**src/rtl/imem_pkg.sv**
```systemverilog
// Shared types and constants for the instruction-memory access controller.
//   imem_state_e : port ownership phase (zero-fill, fetch, program load)
//   IMEM_NOP     : instruction returned for a rejected fetch address
//   IMEM_CLR     : fill word written during the post-reset clear
package imem_pkg;

   localparam int IMEM_XLEN  = 32;
   localparam int IMEM_DEPTH = 64;

   typedef enum logic [1:0] {
      CLEAR = 2'd0,
      RUN   = 2'd1,
      LOAD  = 2'd2
   } imem_state_e;

   localparam logic [31:0] IMEM_NOP = 32'h0000_0013;  // ADDI x0,x0,0
   localparam logic [31:0] IMEM_CLR = 32'h0000_0000;

endpackage

```
**src/rtl/imem_access_controller_if.sv**
```systemverilog
// Bus bundle between fetch stage, program loader, instruction memory and
// the access controller.
//   slave  : controller side (consumes requests, drives responses and memory port)
//   master : environment side (fetch/loader/memory model)
interface imem_access_controller_if #(
   parameter int XLEN = 32,
   parameter int AW   = 6
);

   // fetch path
   logic            fetch_req;
   logic [XLEN-1:0] fetch_addr;
   logic            fetch_valid;
   logic [XLEN-1:0] fetch_instr;
   logic            fetch_err;
   logic            fetch_stall;

   // loader path
   logic            ld_start;
   logic            ld_valid;
   logic [XLEN-1:0] ld_addr;
   logic [XLEN-1:0] ld_data;
   logic            ld_ready;
   logic            ld_done;
   logic            ld_err;

   logic            busy;

   // memory port
   logic            mem_we;
   logic [AW-1:0]   mem_addr;
   logic [XLEN-1:0] mem_wdata;
   logic [XLEN-1:0] mem_rdata;

   modport slave (
      input  fetch_req, fetch_addr,
      output fetch_valid, fetch_instr, fetch_err, fetch_stall,
      input  ld_start, ld_valid, ld_addr, ld_data, ld_done,
      output ld_ready, ld_err,
      output busy,
      output mem_we, mem_addr, mem_wdata,
      input  mem_rdata
   );

   modport master (
      output fetch_req, fetch_addr,
      input  fetch_valid, fetch_instr, fetch_err, fetch_stall,
      output ld_start, ld_valid, ld_addr, ld_data, ld_done,
      input  ld_ready, ld_err,
      input  busy,
      input  mem_we, mem_addr, mem_wdata,
      output mem_rdata
   );

endinterface

```
**src/rtl/imem_addr_check.sv**
```systemverilog
// Combinational byte-address decode for the instruction memory.
//   addr  : byte address
//   ok    : word aligned and inside the memory
//   index : word index into the memory
module imem_addr_check #(
   parameter int XLEN = 32,
   parameter int AW   = 6
) (
   input  logic [XLEN-1:0] addr,
   output logic            ok,
   output logic [AW-1:0]   index
);

   assign ok    = (addr[1:0] == 2'b00) && (addr[XLEN-1:AW+2] == '0);
   assign index = addr[AW+1:2];

endmodule

```
**src/rtl/imem_access_controller.sv**
```systemverilog
// Owner of the single instruction-memory port.
// After reset the whole memory is zero-filled (busy=1), then the port serves
// PC-driven fetches; a loader session (ld_start .. ld_done) takes the port for
// handshaked writes and stalls fetch.
// Ports:
//   clk   : rising-edge clock
//   reset : synchronous, active low
//   bus   : fetch / loader / memory signals (imem_access_controller_if.slave)
module imem_access_controller
   import imem_pkg::*;
#(
   parameter int XLEN  = IMEM_XLEN,
   parameter int DEPTH = IMEM_DEPTH,
   parameter int AW    = $clog2(DEPTH)
) (
   input  logic                          clk,
   input  logic                          reset,
   imem_access_controller_if.slave       bus
);

   imem_state_e     state_q, state_d;
   logic [AW-1:0]   clr_cnt_q;
   // Low for the first cycle after a reset edge so the memory port shows its
   // idle values even if reset is only held for a single cycle.
   logic            armed_q;

   logic            f_ok, l_ok;
   logic [AW-1:0]   f_idx, l_idx;
   logic            f_acc;

   logic            resp_vld_q;
   logic            ferr_q;
   logic            rd_pend_q;   // response this cycle comes from mem_rdata
   logic [XLEN-1:0] instr_q;     // last presented instruction, held between responses
   logic [XLEN-1:0] instr_w;
   logic            ld_err_q;

   imem_addr_check #(.XLEN(XLEN), .AW(AW)) u_fetch_chk (
      .addr  (bus.fetch_addr),
      .ok    (f_ok),
      .index (f_idx)
   );

   imem_addr_check #(.XLEN(XLEN), .AW(AW)) u_load_chk (
      .addr  (bus.ld_addr),
      .ok    (l_ok),
      .index (l_idx)
   );

   // next state + memory port / status outputs
   always_comb begin
      state_d         = state_q;
      f_acc           = 1'b0;
      bus.mem_we      = 1'b0;
      bus.mem_addr    = '0;
      bus.mem_wdata   = '0;
      bus.fetch_stall = 1'b1;
      bus.ld_ready    = 1'b0;
      bus.busy        = 1'b0;
      case (state_q)
         CLEAR: begin
            bus.busy = 1'b1;
            if (armed_q) begin
               bus.mem_we    = 1'b1;
               bus.mem_addr  = clr_cnt_q;
               bus.mem_wdata = XLEN'(IMEM_CLR);
               if (clr_cnt_q == AW'(DEPTH - 1))
                  state_d = RUN;
            end
         end
         RUN: begin
            bus.fetch_stall = 1'b0;
            f_acc           = bus.fetch_req;
            if (f_acc && f_ok)
               bus.mem_addr = f_idx;
            // a fetch accepted in the same cycle still gets its response
            if (bus.ld_start)
               state_d = LOAD;
         end
         LOAD: begin
            bus.ld_ready = 1'b1;
            if (bus.ld_valid && l_ok) begin
               bus.mem_we    = 1'b1;
               bus.mem_addr  = l_idx;
               bus.mem_wdata = bus.ld_data;
            end
            if (bus.ld_done)
               state_d = RUN;
         end
         default: state_d = CLEAR;
      endcase
   end

   // rdata arrives the cycle after the address, so a good fetch response is
   // taken straight from the memory; otherwise the held value is shown
   assign instr_w         = rd_pend_q ? bus.mem_rdata : instr_q;
   assign bus.fetch_instr = instr_w;
   assign bus.fetch_valid = resp_vld_q;
   assign bus.fetch_err   = ferr_q;
   assign bus.ld_err      = ld_err_q;

   always_ff @(posedge clk) begin
      if (!reset) begin
         state_q    <= CLEAR;
         clr_cnt_q  <= '0;
         armed_q    <= 1'b0;
         resp_vld_q <= 1'b0;
         ferr_q     <= 1'b0;
         rd_pend_q  <= 1'b0;
         instr_q    <= '0;
         ld_err_q   <= 1'b0;
      end else begin
         state_q    <= state_d;
         armed_q    <= 1'b1;
         if (state_q == CLEAR && armed_q)
            clr_cnt_q <= clr_cnt_q + 1'b1;
         resp_vld_q <= f_acc;
         ferr_q     <= f_acc && !f_ok;
         rd_pend_q  <= f_acc && f_ok;
         instr_q    <= (f_acc && !f_ok) ? XLEN'(IMEM_NOP) : instr_w;
         if (state_q == RUN && bus.ld_start)
            ld_err_q <= 1'b0;
         else if (state_q == LOAD && bus.ld_valid && !l_ok)
            ld_err_q <= 1'b1;
      end
   end

endmodule

```
**src/flat_wrapper.sv**
```systemverilog
// flat-port wrapper written by rule: the top's interface ports become plain ports
module imem_access_controller_flat import imem_pkg::*;
#(
   parameter int XLEN  = IMEM_XLEN,
   parameter int DEPTH = IMEM_DEPTH,
   parameter int AW    = $clog2(DEPTH)
)
  (clk, reset, bus_fetch_req, bus_fetch_addr, bus_fetch_valid, bus_fetch_instr, bus_fetch_err, bus_fetch_stall, bus_ld_start, bus_ld_valid, bus_ld_addr, bus_ld_data, bus_ld_done, bus_ld_ready, bus_ld_err, bus_busy, bus_mem_we, bus_mem_addr, bus_mem_wdata, bus_mem_rdata);
  imem_access_controller_if #(.XLEN(XLEN), .AW(AW)) bus_i ();
  input  logic clk;
  input  logic reset;
  input wire logic [$bits(bus_i.fetch_req)-1:0] bus_fetch_req;
  input wire logic [$bits(bus_i.fetch_addr)-1:0] bus_fetch_addr;
  output wire logic [$bits(bus_i.fetch_valid)-1:0] bus_fetch_valid;
  output wire logic [$bits(bus_i.fetch_instr)-1:0] bus_fetch_instr;
  output wire logic [$bits(bus_i.fetch_err)-1:0] bus_fetch_err;
  output wire logic [$bits(bus_i.fetch_stall)-1:0] bus_fetch_stall;
  input wire logic [$bits(bus_i.ld_start)-1:0] bus_ld_start;
  input wire logic [$bits(bus_i.ld_valid)-1:0] bus_ld_valid;
  input wire logic [$bits(bus_i.ld_addr)-1:0] bus_ld_addr;
  input wire logic [$bits(bus_i.ld_data)-1:0] bus_ld_data;
  input wire logic [$bits(bus_i.ld_done)-1:0] bus_ld_done;
  output wire logic [$bits(bus_i.ld_ready)-1:0] bus_ld_ready;
  output wire logic [$bits(bus_i.ld_err)-1:0] bus_ld_err;
  output wire logic [$bits(bus_i.busy)-1:0] bus_busy;
  output wire logic [$bits(bus_i.mem_we)-1:0] bus_mem_we;
  output wire logic [$bits(bus_i.mem_addr)-1:0] bus_mem_addr;
  output wire logic [$bits(bus_i.mem_wdata)-1:0] bus_mem_wdata;
  input wire logic [$bits(bus_i.mem_rdata)-1:0] bus_mem_rdata;
  assign bus_i.fetch_req = bus_fetch_req;
  assign bus_i.fetch_addr = bus_fetch_addr;
  assign bus_fetch_valid = bus_i.fetch_valid;
  assign bus_fetch_instr = bus_i.fetch_instr;
  assign bus_fetch_err = bus_i.fetch_err;
  assign bus_fetch_stall = bus_i.fetch_stall;
  assign bus_i.ld_start = bus_ld_start;
  assign bus_i.ld_valid = bus_ld_valid;
  assign bus_i.ld_addr = bus_ld_addr;
  assign bus_i.ld_data = bus_ld_data;
  assign bus_i.ld_done = bus_ld_done;
  assign bus_ld_ready = bus_i.ld_ready;
  assign bus_ld_err = bus_i.ld_err;
  assign bus_busy = bus_i.busy;
  assign bus_mem_we = bus_i.mem_we;
  assign bus_mem_addr = bus_i.mem_addr;
  assign bus_mem_wdata = bus_i.mem_wdata;
  assign bus_i.mem_rdata = bus_mem_rdata;
  imem_access_controller #(.XLEN(XLEN), .DEPTH(DEPTH), .AW(AW)) u_core (.clk(clk), .reset(reset), .bus(bus_i));
endmodule
```
**config.mk**
```make
export PLATFORM = sky130hd
export DESIGN_NAME = imem_access_controller_flat
export DESIGN_NICKNAME = d
export VERILOG_FILES = /design/src/rtl/imem_pkg.sv /design/src/rtl/imem_access_controller_if.sv /design/src/rtl/imem_addr_check.sv /design/src/rtl/imem_access_controller.sv /design/src/flat_wrapper.sv
export SDC_FILE = /design/constraint.sdc
export NUM_CORES = 1
export LEC_CHECK = 0
export ABC_AREA = 1
export ABC_CLOCK_PERIOD_IN_PS = 3900
export BUFFER_PORTS_ARGS = -buffer_cell sky130_fd_sc_hd__buf_2
export CAP_MARGIN = 20
export CORE_MARGIN = 3
export CORE_UTILIZATION = 42
export CTS_CLUSTER_SIZE = 16
export DETAILED_ROUTE_END_ITERATION = 16
export PLACE_DENSITY = 0.85
export SYNTH_ARGS = -nofsm -noshare
export SYNTH_HDL_FRONTEND = slang
export SYNTH_SLANG_ARGS = --single-unit
```
**constraint.sdc**
```tcl
create_clock -name clk -period 3.9 [get_ports clk]
set_input_delay 0.195 -clock clk [delete_from_list [all_inputs] [get_ports clk]]
set_output_delay 0.195 -clock clk [all_outputs]
set_load 0.05 [all_outputs]
```
==> flow_metrics.env <==
export IMPL_status="finished clean"
export IMPL_maxSlewViolCount=0
export IMPL_wirelength_um=7316
export IMPL_boundaryPins=211
export IMPL_power_mw=0.9162
export IMPL_worstSetupEndpointType="output port"
export IMPL_path_cells="and3_1 -> nand2_1 -> nor2_1 -> buf_2"
export IMPL_final_antenna_net_count=0
export IMPL_drc=0
export IMPL_placed_cell_area_sq_um=3557
export IMPL_cellPowerDensity_nw_per_um2=249.8
export IMPL_finalHoldViolCount=0
export IMPL_clock_latency_ns=0.29
export IMPL_synthCells=417
export IMPL_postLayoutCellArea_sq_um=3669
export IMPL_die_y_um=83.02
export IMPL_avgSynthCellArea_sq_um=5.974
export IMPL_setup_tns_ns=0
export IMPL_synth_area_sq_um=2491
export IMPL_worst_path_largest_cell_delay_ns=0.59
export IMPL_slowest_stage="nand2_1"
export IMPL_grt_setup_unrepaired="false"
export IMPL_cp_start_kind="register"
export IMPL_yosysMostFrequentCell="inv_1"
export IMPL_cts_tree="built"
export IMPL_power_leakage_nw=2.438
export IMPL_num_vias=3000
export IMPL_detail_route_first_pass_iterations=4
export IMPL_fillCellCount=535
export IMPL_ys_warn_count=0
export IMPL_antenna_found_initial=0
export IMPL_synth_top_area_frac=0.3616
export IMPL_fin_worst_skew_ns=0.009276
export IMPL_cp_required_ns=3.70
export IMPL_cts_hold_repair_buffers=0
export IMPL_first_global_vias=2737
export IMPL_ys_top_cells_by_count="inv_1, nor2_1, nand2_1"
export IMPL_cts_setup_buffers=0
export IMPL_tightestPinTransition_ns=0.9384
export IMPL_drtIter0Drc=119
export IMPL_dieArea_sq_um=6891
export IMPL_path_clk_slew_ns=0.08
export IMPL_r2r_slack_ns=2.14
export IMPL_dp_hpwl_um=6101
export IMPL_global_route_usage_total=0.2007
export IMPL_layout_min_cycle_time_ns=2.400
export IMPL_die_w_um=83.02
export IMPL_setup_viol=0
export IMPL_h_tree_depth=2
export IMPL_drt_wirelength_per_cell_um=10.57
export IMPL_arrival_ns=2.21
export IMPL_synth_net_count=552
export IMPL_grt_ovfl_total=0
export IMPL_path_max_fanout=33
export IMPL_grt_first_pass_wirelength_um=11960
export IMPL_drive_gt1_frac=0.3758
export IMPL_start_util=0.4442
export IMPL_syn2layout_area_growth_pct=47.26
export IMPL_cts_sinks=45
export IMPL_cts_resized=0
export IMPL_port_buffers=210
export IMPL_num_nets_final=754
export IMPL_synth_flop_cell="dfxtp_1"
export IMPL_yosysSeqAreaShare=0.3616
export IMPL_critPathKind="register to output port"
export IMPL_crit_family="simple AND/OR/NAND/NOR gates"
export IMPL_synth_seq_cells=45
export IMPL_synth_edf_count=0
export IMPL_hp_class="input port to register"
export IMPL_grt_max_degree=65
export IMPL_gp_congestion=0.9173
export IMPL_max_slew_margin=0.3729
export IMPL_vias_per_cell=4.335
export IMPL_clock_path_buffers=2
export IMPL_crit_buf_inv=1
export IMPL_core_rowCount=27
export IMPL_numCtsBuffers=5
export IMPL_antenna_cells=0
export IMPL_peakVddDrop_mv=0.2393
export IMPL_drv_cap=0
export IMPL_async_reset_ff_frac=0
export IMPL_fmax_mhz=416.6
export IMPL_synth_cell_type_count=26
export IMPL_post_route_period_util=0.6155
export IMPL_root_buffer="clkbuf_8"
export IMPL_ys_top_cells_by_area="dfxtp_1, inv_1, nor2_1, nand2_1, o21ai_0"
export IMPL_core_area_sq_um=5608
export IMPL_synth_top_cell_by_area="dfxtp_1"
==> through the flow <==
step           cells  setup slack (ns)  utilization  hold slack (ns)
2_1_floorplan    417             1.821            -           0.2227
3_3_place_gp     684             1.782       0.6343           0.4144
3_5_place_dp     684             1.649       0.6343           0.4030
4_1_cts          692             1.485       0.6542           0.1052
5_1_grt          692             1.263       0.6542           0.1080
6_report         692             1.500       0.6542           0.1133
==> worst paths after layout <==
check / from / endpoint / cells past startpoint
worst max-delay path: u_core.state_q[1]$_SDFFE_PN0P_ / bus_mem_wdata[21] / 4
worst min-delay path: reset / u_core.armed_q$_DFF_P_ / 1
worst max register to register: u_core.state_q[0]$_SDFFE_PN0P_ / u_core.instr_q[28]$_SDFF_PP0_ / 7
worst min register to register: u_core.bus.ld_err$_SDFFE_PP0P_ / u_core.bus.ld_err$_SDFFE_PP0P_ / 2
==> placed cells by master, fill, tap and decap left out, types with 5 or more instances in the layout <==
| master | count |
|---|---|
| o21ai_0 | 37 |
| nand3_1 | 20 |
| clkbuf_8 | 5 |
| inv_1 | 108 |
| nor2_2 | 10 |
| a21oi_1 | 8 |
| nor2_1 | 95 |
| dfxtp_1 | 44 |
| nand2_1 | 61 |
| buf_2 | 210 |
==> worst register-to-register path, stage by stage (launching register included) <==
cell,delay (ns)
dfxtp_1,0.37
inv_1,0.06
nor2_1,0.19
nand2_1,0.14
inv_2,0.16
o21ai_4,0.10
nand2_2,0.50
nor2_1,0.11
==> routing by layer <==
layer  wire, um  track usage  part of all wire
met1       2962       0.2301              0.40
met3        506      0.03968             0.069
met5          0            0                 0
met4         69      0.04160            0.0094
met2       3778       0.3812              0.52
==> sequential cells by signal, indices dropped and copies added (netlist names) <==
name                    count
u_core.instr_q             32
u_core.clr_cnt_q            6
u_core.state_q              2
u_core.armed_q              1
u_core.bus.fetch_err        1
u_core.bus.fetch_valid      1
u_core.bus.ld_err           1
u_core.rd_pend_q            1
==> kinds of logic (layout without fill, tap and decap cells) <==
| family | count (synthesis) | in the layout | synth area share |
|---|---|---|---|
| DFF | 45 | 45 | 0.3616 |
| and+or+nand+nor | 197 | 197 | 0.3300 |
| buffers and inverters | 125 | 328 | 0.1964 |
| adders and majority gates | 1 | 1 | 0.005022 |
| AOI/OAI and AO/OA | 47 | 47 | 0.09995 |
| xor gates and xnor gates | 2 | 2 | 0.007033 |
==> cell type report <==
class,count,area [sq um],area share
multi-input combinational,247,1101,0.3001
tap,72,90.09,0.02456
inverter,110,412.9,0.1126
sequential,45,902.1,0.2459
clock buffer,6,72.57,0.01978
timing repair buffer,210,1051,0.2865
clock inverter,2,38.79,0.01057
==> report_power, final <==
group          internal, mW  total, mW  switching [mW]
sequential            0.462      0.464         0.00257
combinational        0.0603      0.111          0.0509
clock                 0.192      0.341           0.149
total                 0.714      0.916           0.202
(Power assumes the default switching activity.)
